### config.mk
export PLATFORM = sky130hd
export DESIGN_NAME = hamm_exec_unit
export DESIGN_NICKNAME = d
export VERILOG_FILES = /design/src/rtl/hamm_exec_unit.sv
export SDC_FILE = /design/constraint.sdc
export NUM_CORES = 1
export LEC_CHECK = 0
export CAP_MARGIN = 20
export CELL_PAD_IN_SITES_DETAIL_PLACEMENT = 1
export CELL_PAD_IN_SITES_GLOBAL_PLACEMENT = 2
export CORE_UTILIZATION = 28
export CTS_BUF_LIST = sky130_fd_sc_hd__clkbuf_4 sky130_fd_sc_hd__clkbuf_8
export CTS_CLUSTER_SIZE = 25
export DETAILED_ROUTE_END_ITERATION = 8
export PLACE_DENSITY_LB_ADDON = 0.05
export SETUP_SLACK_MARGIN = 0.05
export SYNTH_ARGS = -nofsm -noshare
export SYNTH_HDL_FRONTEND = slang
export SYNTH_SLANG_ARGS = --single-unit
### constraint.sdc
create_clock -name clock -period 5.15 [get_ports clock]
set_input_delay 1.545 -clock clock [delete_from_list [all_inputs] [get_ports clock]]
set_output_delay 1.545 -clock clock [all_outputs]
set_load 0.02 [all_outputs]
### src/rtl/hamm_exec_unit.sv
// hamm_exec_unit: multi-cycle HAMM execution unit, result = popcount(a ^ b),
// counted STEP bits per cycle. Optional macro HAMM_EARLY_EXIT_EN ends the
// count as soon as the remaining operand bits are all zero.
// Ports: clock, reset (sync, active-high), en, aluc, a, b (operands in);
//        result (registered distance), busy (COUNT), done (1-cycle pulse),
//        stall (combinational hold for PC / register write) out.
module hamm_exec_unit #(
   parameter int          WIDTH   = 32,
   parameter int          STEP    = 4,
   parameter logic [3:0]  HAMM_OP = 4'b1011
) (
   input  logic             clock,
   input  logic             reset,
   input  logic             en,
   input  logic [3:0]       aluc,
   input  logic [WIDTH-1:0] a,
   input  logic [WIDTH-1:0] b,
   output logic [31:0]      result,
   output logic             busy,
   output logic             done,
   output logic             stall
);

   localparam int NCH = WIDTH / STEP;
   localparam int CW  = $clog2(WIDTH + 1);
   localparam int IW  = (NCH > 1) ? $clog2(NCH) : 1;
   localparam logic [IW-1:0] LAST = IW'(NCH - 1);

   typedef enum logic [1:0] {
      S_IDLE,
      S_COUNT,
      S_DONE
   } state_t;

   state_t           state_q, state_d;
   logic [WIDTH-1:0] x_q, x_d;
   logic [CW-1:0]    cnt_q, cnt_d;
   logic [IW-1:0]    idx_q, idx_d;
   logic [31:0]      result_q, result_d;

   logic             go;
   logic             stall_raw;
   logic [WIDTH-1:0] x_shift;
   logic [CW-1:0]    pc;
   logic [CW-1:0]    cnt_sum;
   logic             last;

   always_comb begin
      go        = en && (aluc == HAMM_OP);
      state_d   = state_q;
      x_d       = x_q;
      cnt_d     = cnt_q;
      idx_d     = idx_q;
      result_d  = result_q;
      stall_raw = 1'b0;

      x_shift = x_q >> STEP;
      pc      = '0;
      for (int i = 0; i < STEP; i++) begin
         pc = pc + CW'(x_q[i]);
      end
      cnt_sum = cnt_q + pc;

      last = (idx_q == LAST);
`ifdef HAMM_EARLY_EXIT_EN
      // nothing left to count once the shifted remainder is empty
      last = last || (x_shift == '0);
`endif

      case (state_q)
         S_IDLE: begin
            stall_raw = go;
            if (go) begin
               x_d     = a ^ b;
               cnt_d   = '0;
               idx_d   = '0;
               state_d = S_COUNT;
            end
         end
         S_COUNT: begin
            stall_raw = 1'b1;
            if (!go) begin
               // instruction squashed: drop the work, keep old result
               state_d = S_IDLE;
            end else begin
               x_d   = x_shift;
               cnt_d = cnt_sum;
               idx_d = idx_q + 1'b1;
               if (last) begin
                  result_d = 32'(cnt_sum);
                  state_d  = S_DONE;
               end
            end
         end
         S_DONE: begin
            // retire cycle: go is ignored here on purpose
            state_d = S_IDLE;
         end
         default: begin
            state_d = S_IDLE;
         end
      endcase
   end

   always_ff @(posedge clock) begin
      if (reset) begin
         state_q  <= S_IDLE;
         x_q      <= '0;
         cnt_q    <= '0;
         idx_q    <= '0;
         result_q <= '0;
      end else begin
         state_q  <= state_d;
         x_q      <= x_d;
         cnt_q    <= cnt_d;
         idx_q    <= idx_d;
         result_q <= result_d;
      end
   end

   assign result = result_q;
   assign busy   = (state_q == S_COUNT);
   assign done   = (state_q == S_DONE);
   assign stall  = !reset && stall_raw;

endmodule

==> results of run 1 <==
## routing by layer
| layer | share of wire | global-route usage |
|---|---|---|
| met1 | 0.49 | 0.188 |
| met2 | 0.46 | 0.228 |
| met3 | 0.042 | 0.0237 |
| met4 | 0.0055 | 0.0330 |
| met5 | 0 | 0 |
## worst max-delay path, cell delays in order
cell             delay [ns]
clkdlybuf4s50_1        0.52
nand4bb_4              0.13
nor2_2                 0.11
o21a_1                 0.11
clkdlybuf4s50_1        0.65
## sequential cells by signal (all words and copies together) (netlist names)
register,count
cnt_q,6
idx_q,3
result,6
state_q,2
x_q,32
## cell usage in the layout (no fill, tap or decap), drive strengths merged, types with 10 or more instances in the layout
cell,count
xor2,32
nand4,10
o22ai,28
nand2,32
dfxtp,49
clkdlybuf4s50,79
mux2i,28
conb,26
a21oi,17
o21ai,12
## layout make-up
class	instances	area, um^2	share of cell area
Inverter	4	16.3	0.00442
Tap cell	133	166	0.0453
Multi-Input combinational cell	228	1580	0.431
Clock inverter	3	17.5	0.00477
Timing Repair Buffer	86	843	0.229
Sequential cell	49	981	0.267
Clock buffer	5	68.8	0.0187
## kinds of logic (layout without fill, tap and decap cells)
family	after synthesis	after routing
buffers and inverters	53	98
and+or+nand+nor	63	63
other	1	26
DFF	49	49
AOI/OAI and AO/OA	71	71
muxes	28	28
xor gates and xnor gates	34	34
adders and majority gates	6	6
## synth_stat cells (all sizes together)
| cell type | number | area, um^2 |
|---|---|---|
| dfxtp | 49 | 981 |
| buf | 43 | 322 |
| nand2 | 32 | 120 |
| xor2 | 32 | 280 |
| mux2i | 28 | 280 |
| o22ai | 28 | 194 |
| a21oi | 17 | 85.1 |
| o21ai | 12 | 60.1 |
| nand4 | 10 | 62.6 |
| clkbuf | 6 | 22.5 |
| nand3 | 6 | 42.5 |
| a211oi | 3 | 22.5 |
| fa | 3 | 60.1 |
| ha | 3 | 37.5 |
| inv | 3 | 11.3 |
| nor2 | 3 | 13.8 |
| o211ai | 3 | 22.5 |
| nand2b | 2 | 12.5 |
| nor2b | 2 | 12.5 |
| o32ai | 2 | 17.5 |
| xnor2 | 2 | 17.5 |
| a21o | 1 | 7.51 |
| a311oi | 1 | 8.76 |
| a32o | 1 | 10.0 |
| a32oi | 1 | 8.76 |
| and2 | 1 | 7.51 |
| and4 | 1 | 8.76 |
| and4b | 1 | 10.0 |
| and4bb | 1 | 12.5 |
| clkinv | 1 | 5.00 |
| conb | 1 | 3.75 |
| nand4b | 1 | 8.76 |
| nand4bb | 1 | 27.5 |
| nor4b | 1 | 8.76 |
| o2111ai | 1 | 8.76 |
| o21a | 1 | 7.51 |
| or3 | 1 | 6.26 |
## power groups by stage
stage          sequential (mW)  clock, mW  combinational, mW
2_1_floorplan            0.393          0             0.0820
3_3_place_gp             0.393          0              0.139
3_5_place_dp             0.393          0              0.140
4_1_cts                  0.385      0.240              0.141
5_1_grt                  0.385      0.257              0.151
6_report                 0.384      0.224              0.138
## per-stage QoR
stage	cell area (um^2)	util	cells
detailed placement	3590	0.367	500
finish	3680	0.376	508
floorplan	2920	-	330
CTS	3680	0.376	508
global route	3680	0.376	508
global placement	3590	0.367	500
## worst paths after layout
path | start | to | slack (ns) | depth (start not counted)
max | aluc[0] | stall | 0.53 | 5
min | x_q[5] | x_q[5] | 0.47 | 2
max reg2reg | x_q[0] | cnt_q[4] | 2.84 | 6
min reg2reg | x_q[5] | x_q[5] | 0.47 | 2
==> parameters.txt, run 1 <==
Parameter                              Value

Clock tree
  Root buffer selected by CTS ... clkbuf_8
  Cts-stage hold buffer count ... 0
  Post-cts repair resize count ... 0
  Clk sink count ... 49
  CTS tree ... built
  Buffers inserted during post-CTS setup optimization ... 0
  Clock buffers created by TritonCTS ... 5
  Number of levels in the clock H-tree ... 2
  Deepest clock path buffer count ... 2
  Clock latency on the worst-skew pair ... 0.30 ns
  Reg clk slew, reported paths ... 0.09 ns

STA
  Achievable Freq ... 0.217 GHz
  Setup repair after global routing missed its margin ... no
  Max_slew headroom ... 0.625
  Min Tclk post-route ... 4.62 ns
  Worst Clk Skew ... 0.0102 ns
  Setup-violating endpoint count in the final report ... 0
  Worst Slack Setup Final ... 0.533 ns
  Pins over their slew limit ... 0
  Crit share post-route ... 0.896
  Final Hold Fails ... 0
  Worst-case hold slack ... 0.475 ns
  Pin slew with the least headroom to its limit ... 0.562 ns
  Setup total negative slack ... 0 ns

Detailed routing
  Avg Vias per Cell ... 4.57
  Via count ... 2323
  DRT Wirelength ... 7210 um
  Antenna Violating Nets Remaining ... 0
  Number of design-rule violations left by the first detailed-router iteration ... 38
  DR WL/cell ... 14.2 um
  Number of DRC violations after detailed routing ... 0
  Count of TritonRoute iterations in the first routing pass ... 3

Worst setup path
  Type of origin of the critical path ... input port
  Required time of the worst setup path ... 3.61 ns
  Crit path capture type ... primary output
  Worst-path maximum fanout ... 2
  Type of the setup path with the least slack ... in -> out
  Arrival time of the worst setup path ... 3.07 ns

Synth
  Mapped Cells ... 305
  Dominant combinational cell family by area after synthesis ... compound AO/OA/AOI/OAI gates
  Number of library cell types mapped by synthesis ... 42
  Simple logic cell fraction of the synthesized area ... 0.125
  Synthesized flop and latch total ... 49
  Number of synthesis warnings ... 0
  Post-Synthesis Cell Area ... 0.00283 mm^2
  Synth Area in Compound Gates ... 0.160
  Fraction of synthesized area in multiplexers ... 0.0991
  Post-synthesis sequential area ratio ... 0.347
  Mapped Avg Cell Area ... 9.27 um^2
  Synth Area in Adders ... 0.0345
  Area share of xor/xnor cells in the synthesized design ... 0.105

Power and ir drop
  Design Power ... 0.746 mW
  Highest ir drop seen on vdd ... 0.0967 mV
  Ratio of total power to cell area ... 203 mW/mm^2
  Combinational group share of total power ... 0.185
  Switching part of the total power ... 0.264
  NetSw ... 0.197 mW
  Portion of total power attributed to the clock network ... 0.300
  Leakage Power ... 1.54 nW
  Internal power ... 0.549 mW
  Part of the total power dissipated in sequential elements ... 0.515

Cells and area
  Fill cell total of the finished layout ... 1150
  Share of layout cells above drive strength 1 ... 0.0640
  Synth-to-Final Area Change ... 30.0%
  Number of nets in the finished design ... 451
  Antenna Diode Count ... 0

Placed design
  Post-Place Setup Slack ... 0.489 ns
  Half-perimeter wire length of the detailed placement result ... 5120 um
  IO buf count ... 79
  GP Congestion ... 0.725

Die
  Width of the chip ... 102 um
  Die span in y ... 102 um
  Top-level I/O count ... 106
  Effective utilization at floorplan ... 0.289
  Core box area ... 0.00977 mm^2
  Row Count ... 36
  Die ar. ... 0.0105 mm^2

GRT
  Wire length of the first global-routing pass ... 11200 um
  Via count of the first global-routing pass ... 2226
  Total track usage ... 0.139
  Total overflow reported by the global router ... 0
  Number of antenna violations at the first check in global routing ... 0
  Maximum number of pins on one net before global-route repair ... 35

Worst hold path
  Worst min-delay path class ... reg -> reg

Flow run
  Number of maximum-capacitance violations ... 0

Status
  Outcome ... finished, final reports clean
Note: power is estimated with default switching activity, not from simulation.
==> run 2: changes to the inputs <==
Settings changed: PLACE_DENSITY set to 0.87, PLACE_DENSITY_LB_ADDON 0.05 to not set.
==> parameters.txt, run 2 (synthesis gave the netlist of run 1 again) <==
Parameter                              Value

Cells and area
  Synth-to-Final Area Change ... 30.9%
  Fill cell total of the finished layout ... 1148 (-0.17%)
  Commonest non-fill, non-tap cells in the layout ... 79 x clkdlybuf4s50_1, 49 x dfxtp_1, 32 x nand2_1, 32 x xor2_1, 28 x mux2i_1
  Storage cell area ... 981 um^2 (unchanged)
  Largest reg by FF count ... x_q
  Share of layout cells above drive strength 1 ... 0.0615 (-0.00250)
  Area of the multi-input gates ... 0.00158 mm^2 (unchanged)
  Most common cell after layout, fill and taps aside ... clkdlybuf4s50_1
  Antenna Diode Count ... 0 (unchanged)
  Finished layout cell area ... 0.00370 mm^2 (+0.71%)
  Number of nets in the finished design ... 450 (-0.22%)
  Flip-flop count of the largest register after layout ... 32 (unchanged)

Die
  Die span in y ... 102 um (unchanged)
  Die ar. ... 0.0105 mm^2 (unchanged)
  Width of the chip ... 102 um (unchanged)
  Top-level I/O count ... 106 (unchanged)
  Core box area ... 0.00977 mm^2 (unchanged)
  Row Count ... 36 (unchanged)
  Effective utilization at floorplan ... 0.289 (unchanged)

Power and ir drop
  NetSw ... 0.201 mW (+1.8%)
  Switching part of the total power ... 0.247 (-0.0175)
  Portion of total power attributed to the clock network ... 0.359 (+0.059)
  Ratio of total power to cell area ... 220 mW/mm^2 (+8.2%)
  Part of the total power dissipated in sequential elements ... 0.473 (-0.042)
  Leakage Power ... 1.55 nW (+0.53%)
  Design Power ... 0.813 mW (+9.0%)
  Internal power ... 0.613 mW (+12%)
  Highest ir drop seen on vdd ... 0.0954 mV (-1.3%)
  Combinational group share of total power ... 0.169 (-0.016)

Clock tree
  Buffers inserted during post-CTS setup optimization ... 0 (unchanged)
  CTS tree ... built
  Deepest clock path buffer count ... 2 (unchanged)
  Clk sink count ... 49 (unchanged)
  Cts-stage hold buffer count ... 0 (unchanged)
  Root buffer selected by CTS ... clkbuf_8
  Number of levels in the clock H-tree ... 2 (unchanged)
  Clock latency on the worst-skew pair ... 0.30 ns (about the same)
  Reg clk slew, reported paths ... 0.10 ns (about the same)
  Post-cts repair resize count ... 0 (unchanged)
  Clock buffers created by TritonCTS ... 5 (unchanged)

Detailed routing
  Count of TritonRoute iterations in the first routing pass ... 4 (+1)
  DR WL/cell ... 14.0 um (-1.3%)
  Number of design-rule violations left by the first detailed-router iteration ... 61 (+61%)
  Via count ... 2362 (+1.7%)
  Antenna Violating Nets Remaining ... 0 (unchanged)
  Avg Vias per Cell ... 4.66 (+1.9%)
  Number of DRC violations after detailed routing ... 0 (unchanged)
  DRT Wirelength ... 7110 um (-1.5%)

Worst setup path
  Arrival time of the worst setup path ... 3.07 ns (about the same)
  Type of the setup path with the least slack ... in -> out
  Highest-delay cell along the critical path ... clkdlybuf4s50_1
  Critical Path Max Stage Delay ... 0.63 ns (-0.02 ns)
  Most frequent CP cell ... clkdlybuf4s50_1
  Type of origin of the critical path ... input port
  Buffers & Inverters on Critical Path ... 2 (unchanged)
  Worst-path maximum fanout ... 2 (unchanged)
  Required time of the worst setup path ... 3.61 ns (about the same)
  Crit path capture type ... primary output
  Setup slack on the worst flop-to-flop path ... 2.84 ns (about the same)
  Cell chain of the critical path ... clkdlybuf4s50_1, nand4bb_4, nor2_2, o21a_1, clkdlybuf4s50_1
  Kind of cell adding the most delay to the critical path ... buffers and inverters

Placed design
  GP Congestion ... 0.769 (+6.1%)
  Instance area after placement ... 0.00358 mm^2 (-0.21%)
  IO buf count ... 79 (unchanged)
  Half-perimeter wire length of the detailed placement result ... 5080 um (-0.72%)
  Post-Place Setup Slack ... 0.522 ns (+0.0333 ns)

STA
  Setup repair after global routing missed its margin ... no
  Worst Clk Skew ... 0.00855 ns (-0.00169 ns)
  Achievable Freq ... 0.217 GHz (about the same)
  Final Hold Fails ... 0 (unchanged)
  Setup-violating endpoint count in the final report ... 0 (unchanged)
  Max_slew headroom ... 0.497 (-0.129)
  Worst Slack Setup Final ... 0.533 ns (-0.000246 ns)
  Crit share post-route ... 0.897 (about the same)
  Pin slew with the least headroom to its limit ... 0.755 ns (+0.193 ns)
  Setup total negative slack ... 0 ns (unchanged)
  Min Tclk post-route ... 4.62 ns (+0.000246 ns)
  Pins over their slew limit ... 0 (unchanged)

Worst hold path
  Worst min-delay path class ... reg -> reg

GRT
  Total overflow reported by the global router ... 0 (unchanged)
  Maximum number of pins on one net before global-route repair ... 35 (unchanged)
  Wire length of the first global-routing pass ... 11000 um (-1.8%)
  Number of antenna violations at the first check in global routing ... 0 (unchanged)
  Total track usage ... 0.135 (-0.00406)
  Via count of the first global-routing pass ... 2329 (+4.6%)

Flow run
  Number of maximum-capacitance violations ... 0 (unchanged)

Status
  Outcome ... finished, final reports clean
run 2: metal layers:
metal  vias up  global-route usage  wire length (um)
met1      1132               0.160              3050
met4         0              0.0407                68
met3         6              0.0264               317
li1       1164                   -                 -
met2        60               0.243              3670
met5         -                   0                 0
run 2: worst paths after layout:
check | from | endpoint | cells past startpoint
worst max-delay path | aluc[0] | stall | 5
worst min-delay path | x_q[16] | x_q[16] | 2
worst max register to register | x_q[0] | cnt_q[4] | 6
worst min register to register | x_q[16] | x_q[16] | 2
run 2: through the flow:
| step | util | instances | hold WS (ns) |
|---|---|---|---|
| final | 0.379 | 507 | 0.477 |
| after global routing | 0.379 | 507 | 0.501 |
| after CTS | 0.379 | 507 | 0.479 |
| after detailed placement | 0.366 | 499 | 0.461 |
| after global placement | 0.366 | 499 | 0.457 |
| after floorplan | - | 330 | 0.447 |
run 2: cell type report:
cell class / count / share of cell area
tap: 133 / 0.0449
multi-input combinational: 228 / 0.428
timing repair buffer: 85 / 0.226
sequential: 49 / 0.265
clock buffer: 6 / 0.0223
inverter: 4 / 0.00439
clock inverter: 2 / 0.0101
run 2: power groups by stage:
stage	Clock [mW]	Combinational [mW]	Sequential [mW]
after floorplan	0	0.0820	0.393
after global placement	0	0.137	0.393
after detailed placement	0	0.138	0.393
after CTS	0.303	0.139	0.385
after global routing	0.316	0.150	0.385
final	0.292	0.137	0.384
run 2: worst register-to-register path: stages, from the launching register on:
cell	delay, ns
dfxtp_1	0.34
fa_1	0.51
fa_1	0.45
fa_1	0.47
nand3_1	0.13
xnor2_1	0.15
o32ai_1	0.13
==> run 3: changes to the inputs <==
Settings changed: CTS_CLUSTER_DIAMETER set to 200.
==> results of run 3 <==
Same layout as run 2: the final DEF is identical, and so are final timing and power.
